[src/rtl/alu_arbiter.sv]
// Round-robin arbiter and sequencer placing two requesters onto one shared
// combinational ALU, with registered operands and a held response handshake.
module alu_arbiter #(
  parameter int WIDTH = 4,
  parameter int OPW   = 3
) (
  input  logic             clk,
  input  logic             rst,
  input  logic             r0_valid,
  output logic             r0_ready,
  input  logic [WIDTH-1:0] r0_a,
  input  logic [WIDTH-1:0] r0_b,
  input  logic [OPW-1:0]   r0_op,
  input  logic             r1_valid,
  output logic             r1_ready,
  input  logic [WIDTH-1:0] r1_a,
  input  logic [WIDTH-1:0] r1_b,
  input  logic [OPW-1:0]   r1_op,
  output logic             rsp_valid,
  output logic             rsp_id,
  input  logic             rsp_ready,
  output logic [WIDTH-1:0] rsp_result,
  output logic             rsp_carry,
  output logic             rsp_zero,
  output logic             rsp_err,
  output logic             busy,
  output logic [WIDTH-1:0] alu_a,
  output logic [WIDTH-1:0] alu_b,
  output logic [OPW-1:0]   alu_op,
  input  logic [WIDTH-1:0] alu_result,
  input  logic             alu_carry_out,
  input  logic             alu_zero
);

  typedef enum logic [1:0] {IDLE, EXEC, RESP} state_t;

  localparam logic [OPW-1:0] LAST_LEGAL_OP = OPW'(5);

  state_t           state, state_nxt;
  logic             prio;
  logic             lat_id;
  logic [WIDTH-1:0] lat_a, lat_b;
  logic [OPW-1:0]   lat_op;
  logic             grant_any, grant_id, accept, op_legal;

  // Winner selection: a lone requester always wins; a tie goes to prio.
  always_comb begin
    grant_any = r0_valid | r1_valid;
    grant_id  = (r0_valid & r1_valid) ? prio : r1_valid;
    r0_ready  = (state == IDLE) & grant_any & ~grant_id;
    r1_ready  = (state == IDLE) & grant_any & grant_id;
    accept    = (state == IDLE) & grant_any;
    op_legal  = (lat_op <= LAST_LEGAL_OP);
  end

  always_comb begin
    state_nxt = state;
    case (state)
      IDLE:    if (accept) state_nxt = EXEC;
      EXEC:    state_nxt = RESP;
      RESP:    if (rsp_ready) state_nxt = IDLE;
      default: state_nxt = IDLE;
    endcase
  end

  always_ff @(posedge clk or posedge rst) begin
    if (rst) state <= IDLE;
    else     state <= state_nxt;
  end

  // Request latch and fairness pointer; the ALU sees these registers directly.
  always_ff @(posedge clk or posedge rst) begin
    if (rst) begin
      prio   <= 1'b0;
      lat_id <= 1'b0;
      lat_a  <= '0;
      lat_b  <= '0;
      lat_op <= '0;
    end else if (accept) begin
      prio   <= ~grant_id;
      lat_id <= grant_id;
      lat_a  <= grant_id ? r1_a  : r0_a;
      lat_b  <= grant_id ? r1_b  : r0_b;
      lat_op <= grant_id ? r1_op : r0_op;
    end
  end

  // Illegal opcodes report a fixed zero result instead of whatever the ALU drives.
  always_ff @(posedge clk or posedge rst) begin
    if (rst) begin
      rsp_id     <= 1'b0;
      rsp_result <= '0;
      rsp_carry  <= 1'b0;
      rsp_zero   <= 1'b0;
      rsp_err    <= 1'b0;
    end else if (state == EXEC) begin
      rsp_id <= lat_id;
      if (op_legal) begin
        rsp_result <= alu_result;
        rsp_carry  <= alu_carry_out;
        rsp_zero   <= alu_zero;
        rsp_err    <= 1'b0;
      end else begin
        rsp_result <= '0;
        rsp_carry  <= 1'b0;
        rsp_zero   <= 1'b1;
        rsp_err    <= 1'b1;
      end
    end
  end

  always_comb begin
    rsp_valid = (state == RESP);
    busy      = (state != IDLE);
    alu_a     = lat_a;
    alu_b     = lat_b;
    alu_op    = lat_op;
  end

endmodule

[config.mk]
export PLATFORM = sky130hd
export DESIGN_NAME = alu_arbiter
export DESIGN_NICKNAME = d
export VERILOG_FILES = /design/src/rtl/alu_arbiter.sv
export SDC_FILE = /design/constraint.sdc
export NUM_CORES = 1
export LEC_CHECK = 0
export ABC_AREA = 0
export CAP_MARGIN = 15
export CORE_ASPECT_RATIO = 0.9
export CORE_MARGIN = 8
export CORE_UTILIZATION = 39
export CTS_CLUSTER_DIAMETER = 40
export DETAILED_ROUTE_END_ITERATION = 8
export GPL_TIMING_DRIVEN = 0
export PLACE_DENSITY = 0.79
export RECOVER_POWER = 100
export SLEW_MARGIN = 25
export SYNTH_ARGS = -nofsm -noshare
export SYNTH_HDL_FRONTEND = slang
export SYNTH_SLANG_ARGS = --single-unit
[constraint.sdc]
create_clock -name clk -period 1.42 [get_ports clk]
set_input_delay 0.284 -clock clk [delete_from_list [all_inputs] [get_ports clk]]
set_output_delay 0.284 -clock clk [all_outputs]
set_load 0.1 [all_outputs]
== Word-level counts from Yosys, hierarchy flattened ==
Index checks and enable logic that the tools add are counted.

* Order comparisons: 1
* Eq/ne operators: 4
* Mux-type cells: 11
* Bitwise logic cells: 6
* Reductions and logical operators: 3

{| class="wikitable"
|+ Operator list
! operator !! count
|-
| 4-bit 2-to-1 mux || 3
|-
| 2-bit one-hot mux with 3 select lines || 1
|-
| 1-bit AND || 4
|-
| 1-bit 2-to-1 mux || 4
|-
| 2-bit 2-to-1 mux || 2
|-
| 3-bit less-or-equal comparator, second input constant || 1
|-
| 3-bit 2-to-1 mux || 1
|-
| 2-bit by 1-bit == test with 1-bit output, second input constant || 1
|-
| 2-bit == test, second input constant || 1
|-
| 2-bit zero test || 1
|-
| 2-bit by 1-bit != test with 1-bit output, second input constant || 1
|-
| 2-bit != test, second input constant || 1
|-
| 2-bit AND reduction || 1
|-
| 2-bit nonzero test || 1
|-
| 1-bit NOT || 1
|-
| 1-bit OR || 1
|}

* Register bits: 23
* Input bits: 33
* Output and inout bits: 23
* Logic and storage cells: 36

== Depth between registers and ports, before layout ==
Gate-level depths: netlist of the first run.

* Depth after elaboration: 4
* Mapped depth: 5
* Mapped depth without buffers: 4

== Worst setup path after synthesis of the first run ==
OpenSTA, ideal clock, no wires.

* Kind: reg-to-output
* Start point: register state[0]
* End point: output r0_ready
* Data arrival time: 1.437 ns
* Data required time: 1.136 ns
* Slack: -0.301 ns
* Stages on the path, launching flop included: 5
* Path buffers: 1
* Cells stage by stage: dfrtp_1 > nor2_4 > nand3_2 > buf_4 > inv_1

* Longest elaborated chain between the ends: 3

{| class="wikitable"
|+ RTL lines
! element !! line !! source
|-
| start, declared || 39 || <nowiki>state_t state, state_nxt;</nowiki>
|-
| start signal, assigned || 68 || <nowiki>else state <= state_nxt;</nowiki>
|-
| 2-bit zero test || 50 || <nowiki>r0_ready = (state == IDLE) & grant_any & ~grant_id;</nowiki>
|-
| 1-bit AND (2 in a row) || 50 ||
|-
| end, declared || 10 || <nowiki>output logic r0_ready,</nowiki>
|}

Every way passes these cells.

== Final worst setup path of the first run ==
* Start point: register state[0]
* End point: output r1_ready

* Longest elaborated chain between the ends: 3

{| class="wikitable"
|+ RTL lines
! element !! line !! source
|-
| 2-bit zero test || 51 || <nowiki>r1_ready = (state == IDLE) & grant_any & grant_id;</nowiki>
|-
| 1-bit AND (2 in a row) || 51 ||
|-
| end, declared || 15 || <nowiki>output logic r1_ready,</nowiki>
|}

Every way passes these cells.

==> impl_metrics.prom, run 1 <==
# TYPE chip_impl_metric gauge
chip_impl_info{name="outcome",value="finished, violations left"} 1
chip_impl_info{name="failing_checks",value="setup timing"} 1
chip_impl_metric{name="synth_edf_count",unit=""} 0
chip_impl_metric{name="dr.first_iter.drc_count",unit=""} 48
chip_impl_metric{name="clkTransAtPathRegs",unit="ps"} 120
chip_impl_metric{name="synthesis.nets",unit=""} 137
chip_impl_metric{name="cp.depth",unit=""} 5
chip_impl_metric{name="synth_area",unit="sq um"} 1090
chip_impl_info{name="reg2reg_from",value="state[0]"} 1
chip_impl_info{name="rsz0062_at_grt",value="yes"} 1
chip_impl_metric{name="timing.max_cap.violations",unit=""} 0
chip_impl_metric{name="routed_wire_length_per_instance",unit="um"} 15.9
chip_impl_metric{name="die_span_x",unit="um"} 71.7
chip_impl_metric{name="finalMaxSlewViolations",unit=""} 0
chip_impl_metric{name="finalWorstPathRequiredPeriod",unit="ps"} 1710
chip_impl_metric{name="gp_congestion",unit=""} 0.717
chip_impl_metric{name="synth_xor_xnor_area_share",unit=""} 0
chip_impl_metric{name="core_area",unit="sq um"} 2700
chip_impl_metric{name="max_stage_delay",unit="ps"} 430
chip_impl_metric{name="grt_antenna_before_repair",unit=""} 0
chip_impl_info{name="synth_largest_area_cell",value="dfrtp_1"} 1
chip_impl_info{name="most_numerous_cell_in_the_yosys_netlist",value="inv_1"} 1
chip_impl_metric{name="port_bufs",unit=""} 55
chip_impl_metric{name="diodes",unit=""} 0
chip_impl_metric{name="max-slew-margin-rel",unit=""} 0.428
chip_impl_metric{name="hpwl_after_detailed_placement",unit="mm"} 2.31
chip_impl_metric{name="grt_resource_usage_total",unit=""} 0.139
chip_impl_metric{name="yosys-mux-area-fraction",unit=""} 0.0103
chip_impl_info{name="synth_top_family_by_area",value="compound AO/OA/AOI/OAI gates"} 1
chip_impl_metric{name="ant_nets",unit=""} 0
chip_impl_metric{name="grt_max_degree",unit=""} 24
chip_impl_info{name="timing.hold.worst.start",value="rsp_zero"} 1
chip_impl_info{name="cp-start-kind",value="flop"} 1
chip_impl_metric{name="cts_sinks",unit=""} 23
chip_impl_metric{name="synthAdderAreaFrac",unit=""} 0
chip_impl_info{name="cp_common_cell",value="buf_12"} 1
chip_impl_info{name="synth_area_leaders",value="dfrtp_1, o221ai_2, inv_1"} 1
chip_impl_metric{name="vias",unit=""} 1015
chip_impl_metric{name="dieArea",unit="sq um"} 4740
chip_impl_metric{name="chipHeight",unit="um"} 66.1
chip_impl_metric{name="maxClockFrequency",unit="MHz"} 585
chip_impl_metric{name="timing.critical_path.arrival",unit="ps"} 1430
chip_impl_metric{name="final.setup_skew",unit="ps"} 9.31
chip_impl_info{name="tritoncts",value="built"} 1
chip_impl_metric{name="final_report_hold_violation_count",unit=""} 0
chip_impl_info{name="holdCritPathClass",value="flop to flop"} 1
chip_impl_metric{name="synthDominantCellAreaShare",unit=""} 0.529
chip_impl_metric{name="timing.critical_path.buf_inv",unit=""} 3
chip_impl_metric{name="timing.critical_path.required",unit="ps"} 1140
chip_impl_metric{name="final.setup.worst_slack",unit="ps"} -291
chip_impl_metric{name="row_count",unit=""} 18
chip_impl_metric{name="final-setup-viol-count",unit=""} 12
chip_impl_metric{name="stdcell_count",unit=""} 202
chip_impl_metric{name="synth_cell_types",unit=""} 20
chip_impl_metric{name="starting_density_of_the_core",unit=""} 0.403
chip_impl_metric{name="async_flop_share",unit=""} 1.00
chip_impl_metric{name="finish.net_count",unit=""} 206
chip_impl_info{name="critical_path.startpoint",value="state[0]"} 1
chip_impl_metric{name="drive_above_1_share",unit=""} 0.401
chip_impl_metric{name="post_synth_inst_count",unit=""} 104
chip_impl_metric{name="global_route_wire_length_before_repair",unit="mm"} 5.26
chip_impl_info{name="root_buffer",value="clkbuf_4"} 1
chip_impl_metric{name="ys_seq_area_frac",unit=""} 0.529
chip_impl_metric{name="drt_pass_1_iters",unit=""} 4
chip_impl_metric{name="clock_tree.htree_level_count",unit=""} 1
chip_impl_metric{name="io_pins",unit=""} 56
chip_impl_info{name="critical_path_class",value="flop to output port"} 1
chip_impl_info{name="r2r-end",value="alu_b[0]"} 1
chip_impl_metric{name="tightest_slew",unit="ps"} 857
chip_impl_metric{name="rrSetupSlack",unit="ps"} -70
chip_impl_metric{name="cts_made_buffers",unit=""} 3
chip_impl_metric{name="number_of_instances_in_the_placed_design",unit=""} 189
chip_impl_info{name="worstSetupEndpoint",value="r1_ready"} 1
chip_impl_metric{name="grt_pass1_vias",unit=""} 1090
chip_impl_metric{name="avgViaCountPerCell",unit=""} 5.02
chip_impl_info{name="ys.flop_type",value="dfrtp_1"} 1
chip_impl_info{name="critical_path.cell_chain",value="nor2_4 > nand3_4 > buf_12 > clkinvlp_4 > buf_12"} 1
chip_impl_info{name="cpMaxStageDelayCell",value="dfrtp_1"} 1
chip_impl_metric{name="ctsHoldBuffers",unit=""} 0
chip_impl_metric{name="worstPathMaxFanout",unit=""} 3
chip_impl_metric{name="grt_remaining_overflow",unit=""} 0
chip_impl_metric{name="clock_path_buffers",unit=""} 2
chip_impl_metric{name="wl",unit="mm"} 3.22
chip_impl_metric{name="synthesis.yosys.warnings",unit=""} 0
chip_impl_metric{name="r2r_cells",unit=""} 7
chip_impl_metric{name="ys_seq_elements",unit=""} 23
chip_impl_metric{name="drcViolationCount",unit=""} 0
chip_impl_info{name="post_synth_most_frequent_cells",value="inv_1, dfrtp_1, o21ai_0, o221ai_2, o21ai_1"} 1
chip_impl_metric{name="areaGrowthSynthToFinish",unit="%"} 69.8
chip_impl_metric{name="clock_insertion_delay_worst_skew",unit="ps"} 310
chip_impl_metric{name="synth-simple-area-share",unit=""} 0.0736
chip_impl_metric{name="fraction_of_the_mapped_netlist_area_in_compound_gates",unit=""} 0.261
chip_impl_metric{name="timing.hold.ws",unit="ps"} 492
chip_impl_metric{name="period_share",unit=""} 1.20
chip_impl_metric{name="postSynthAreaPerCell",unit="sq um"} 10.5
chip_impl_info{name="endpoint_kind",value="output port"} 1
chip_impl_info{name="cp_top_family",value="flip-flops"} 1
[worst min-delay path: stages (launching register included)]
cell,delay (ps)
dfrtp_1,360
nand2_1,40
o21ai_0,60
[worst min-delay path by stage]
stage                     to  slack, ps  cells after the start
6_report            rsp_zero        490                      2
5_1_grt               lat_id        530                      2
4_1_cts        rsp_result[0]        460                      2
3_5_place_dp        rsp_zero        470                      2
3_3_place_gp        rsp_zero        470                      2
2_1_floorplan       alu_a[0]        290                      1
[logic make-up (layout without fill, tap and decap cells)]
| group | Yosys count | in the layout |
|---|---|---|
| buf+inv | 32 | 100 |
| mux | 1 | 1 |
| simple gates | 14 | 14 |
| compound gates | 34 | 34 |
| flops | 23 | 23 |
[final cells by class]
cell class	count	area, sq um
Buffer	5	55.1
Clock buffer	3	22.5
Clock inverter	1	5.00
Fill cell	212	855
Inverter	27	113
Multi-Input combinational cell	49	429
Sequential cell	23	578
Tap cell	30	37.5
Timing Repair Buffer	64	608
[registers in the layout (all words and copies together) (netlist names)]
register    cells
alu_b           4
rsp_result      4
rsp_zero        1
rsp_err         1
alu_op          3
prio            1
alu_a           4
rsp_id          1
state           2
rsp_carry       1
lat_id          1
[metrics by stage]
step                      setup TNS (ps)  worst slack (ps)  utilization  area, sq um
after floorplan                    -25.9             -14.8            -         1120
after global placement            -11600             -1210        0.631         1710
after detailed placement          -11880             -1250        0.631         1710
after CTS                          -1050              -285        0.654         1770
after global routing               -2040              -380        0.684         1850
final                              -1210              -291        0.684         1850
[layer usage]
layer  share of wire  vias to the layer above  track usage  wire length, um
met1            0.41                      478        0.160             1320
li1                -                      489            -                -
met3           0.082                        4       0.0455              263
met5               0                        -            0                0
met4           0.015                        0       0.0636               48
met2            0.49                       44        0.230             1580
[what timing repair did]
| action | CTS | global route |
|---|---|---|
| pin swaps | 3 | 4 |
| resized for setup | 142 | 32 |
| buffers inserted | 7 | 2 |
| endpoints found under the setup margin | 23 | 34 |
[layout by cell type (no fill, tap or decap), drive strengths merged]
| cell | instances |
|---|---|
| a21oi | 2 |
| a22o | 5 |
| buf | 18 |
| clkbuf | 22 |
| clkdlybuf4s50 | 29 |
| clkinv | 1 |
| clkinvlp | 3 |
| dfrtp | 23 |
| dlygate4sd2 | 2 |
| dlygate4sd3 | 1 |
| inv | 24 |
| mux2 | 1 |
| nand2 | 6 |
| nand2b | 3 |
| nand3 | 2 |
| nor2 | 3 |
| o21ai | 16 |
| o221ai | 11 |
Power of run 1 is not shown: default switching activity piles up to over one toggle a cycle in this logic, so the estimate is an artifact.
==> run 2, diff against run 1 <==
--- a/config.mk
+++ b/config.mk
@@ -6,7 +6,7 @@
 export NUM_CORES = 1
 export LEC_CHECK = 0
 export ABC_AREA = 0
-export CAP_MARGIN = 15
+export CAP_MARGIN = 20
 export CORE_ASPECT_RATIO = 0.9
 export CORE_MARGIN = 8
 export CORE_UTILIZATION = 39
==> results of run 2 <==
No change in the layout: final DEF, timing and power equal those of run 1.
Power of run 2 is left out for the same reason.
==> run 3, diff against run 2 <==
--- a/config.mk
+++ b/config.mk
@@ -15,6 +15,7 @@
 export GPL_TIMING_DRIVEN = 0
 export PLACE_DENSITY = 0.79
 export RECOVER_POWER = 100
+export REMOVE_ABC_BUFFERS = 1
 export SLEW_MARGIN = 25
 export SYNTH_ARGS = -nofsm -noshare
 export SYNTH_HDL_FRONTEND = slang
==> run 3 against run 2 <==
Against the previous run: register-to-register slack improved by 60 ps; core utilization decreased by 4.7 points; wire length down 2.2%; the flow still finishes with violations (setup timing); sequential share of layout area is 2.2 points higher; worst hold slack better by 9.7 ps; first-iteration DRC count is 38% lower.
==> impl_metrics.prom, run 3 (same netlist as run 1, synthesis figures left out) <==
# TYPE chip_impl_metric gauge
chip_impl_metric{name="clock_insertion_delay_worst_skew",unit="ps"} 310
chip_impl_metric{name="global_route_wire_length_before_repair",unit="mm"} 5.46
chip_impl_metric{name="routed_wire_length_per_instance",unit="um"} 16.4
chip_impl_metric{name="areaGrowthSynthToFinish",unit="%"} 58.0
chip_impl_metric{name="cts_made_buffers",unit=""} 3
chip_impl_info{name="root_buffer",value="clkbuf_4"} 1
chip_impl_metric{name="clock_tree.htree_level_count",unit=""} 1
chip_impl_metric{name="wl",unit="mm"} 3.15
chip_impl_info{name="mostFrequentLayoutCells",value="clkdlybuf4s50_1, inv_1, dfrtp_1, clkbuf_4, o21ai_0"} 1
chip_impl_metric{name="starting_density_of_the_core",unit=""} 0.403
chip_impl_metric{name="finish.net_count",unit=""} 196
chip_impl_metric{name="io_pins",unit=""} 56
chip_impl_metric{name="drcViolationCount",unit=""} 0
chip_impl_metric{name="max-slew-margin-rel",unit=""} 0.420
chip_impl_metric{name="hpwl_after_detailed_placement",unit="mm"} 2.22
chip_impl_metric{name="final.setup_skew",unit="ps"} 5.76
chip_impl_metric{name="clkTransAtPathRegs",unit="ps"} 130
chip_impl_metric{name="clock_path_buffers",unit=""} 2
chip_impl_metric{name="chipHeight",unit="um"} 66.1
chip_impl_info{name="failing_checks",value="setup timing"} 1
chip_impl_metric{name="drt_pass_1_iters",unit=""} 4
chip_impl_metric{name="grt_resource_usage_total",unit=""} 0.144
chip_impl_info{name="critical_path_class",value="flop to output port"} 1
chip_impl_metric{name="port_bufs",unit=""} 55
chip_impl_metric{name="grt_antenna_before_repair",unit=""} 0
chip_impl_metric{name="ant_nets",unit=""} 0
chip_impl_metric{name="tightest_slew",unit="ps"} 869
chip_impl_metric{name="finalMaxSlewViolations",unit=""} 0
chip_impl_metric{name="ctsHoldBuffers",unit=""} 0
chip_impl_metric{name="grt_pass1_vias",unit=""} 1110
chip_impl_metric{name="final_report_hold_violation_count",unit=""} 0
chip_impl_metric{name="final.setup.worst_slack",unit="ps"} -184
chip_impl_metric{name="timing.max_cap.violations",unit=""} 0
chip_impl_metric{name="dieArea",unit="sq um"} 4740
chip_impl_metric{name="worstPathMaxFanout",unit=""} 15
chip_impl_metric{name="diodes",unit=""} 0
chip_impl_metric{name="finalWorstPathRequiredPeriod",unit="ps"} 1600
chip_impl_metric{name="timing.critical_path.required",unit="ps"} 1140
chip_impl_metric{name="avgViaCountPerCell",unit=""} 5.04
chip_impl_metric{name="dr.first_iter.drc_count",unit=""} 30
chip_impl_metric{name="die_span_x",unit="um"} 71.7
chip_impl_info{name="tritoncts",value="built"} 1
chip_impl_metric{name="grt_max_degree",unit=""} 24
chip_impl_metric{name="cts_sinks",unit=""} 23
chip_impl_info{name="holdCritPathClass",value="flop to flop"} 1
chip_impl_metric{name="final-setup-viol-count",unit=""} 9
chip_impl_metric{name="row_count",unit=""} 18
chip_impl_metric{name="grt_remaining_overflow",unit=""} 0
chip_impl_metric{name="period_share",unit=""} 1.13
chip_impl_metric{name="maxClockFrequency",unit="MHz"} 623
chip_impl_info{name="cp-start-kind",value="flop"} 1
chip_impl_metric{name="timing.critical_path.arrival",unit="ps"} 1320
chip_impl_metric{name="fillerInstances",unit=""} 235
chip_impl_metric{name="core_area",unit="sq um"} 2700
chip_impl_info{name="rsz0062_at_grt",value="yes"} 1
chip_impl_info{name="outcome",value="finished, violations left"} 1
chip_impl_metric{name="vias",unit=""} 967
chip_impl_metric{name="drive_above_1_share",unit=""} 0.309
chip_impl_info{name="endpoint_kind",value="output port"} 1
chip_impl_metric{name="gp_congestion",unit=""} 0.697
chip_impl_info{name="final_common_cell",value="clkdlybuf4s50_1"} 1
chip_impl_metric{name="pre_cts_slack",unit="ps"} -1360
==> run 3: cell types whose count changed in the layout (fill, tap and decap cells not counted), sizes merged <==
| cell | before | now |
|---|---|---|
| clkbuf | 22 | 23 |
| inv | 24 | 27 |
| buf | 18 | 8 |
| clkdlybuf4s50 | 29 | 31 |
| clkinv | 1 | 0 |
| dlygate4sd2 | 2 | 0 |
| clkinvlp | 3 | 0 |
==> run 3: worst paths after layout <==
path                       startpoint             to  slack (ps)  depth (start not counted)
max reg2reg                  state[1]  rsp_result[1]         -10                          5
max                          state[0]           busy        -180                          3
min in group asynchronous         rst  rsp_result[0]         580                          2
min reg2reg                   rsp_err        rsp_err         500                          2
max in group asynchronous         rst         lat_id         310                          2
min                           rsp_err        rsp_err         500                          2
==> run 3: timing repair <==
item	in CTS	in global routing
hold endpoints to repair	0	0
endpoints found under the setup margin	36	31
buffers inserted	3	1
pin swaps	3	0
gates resized for setup	138	24
==> run 3: area by class of cell <==
type	instances	area [sq um]	share of cell area
timing repair buffer	59	569	0.331
sequential	23	576	0.335
inverter	27	101	0.0589
tap	30	37.5	0.0218
clock buffer	4	26.3	0.0153
multi-input combinational	49	410	0.239
==> run 3: metrics by stage <==
stage          hold WS (ps)   util  setup TNS [ps]  instances  cell area [sq um]
2_1_floorplan           286      -            -972         99               1050
3_3_place_gp            467  0.607          -15400        184               1640
3_5_place_dp            477  0.607          -15860        184               1640
4_1_cts                 480  0.613            -737        191               1660
5_1_grt                 528  0.637           -1660        192               1720
6_report                502  0.637            -686        192               1720
==> run 3: metal layers <==
layer | global-route usage | part of all wire
met2 | 0.217 | 0.43
met5 | 0 | 0
met1 | 0.178 | 0.44
met4 | 0.0382 | 0.0038
met3 | 0.0697 | 0.12
==> run 3: worst max-delay path, cell delays in order, from the launching register on <==
cell and delay [ps]:
dfrtp_1 450, nor2_4 180, inv_2 160, buf_6 220
Power of run 3 is left out for the same reason.
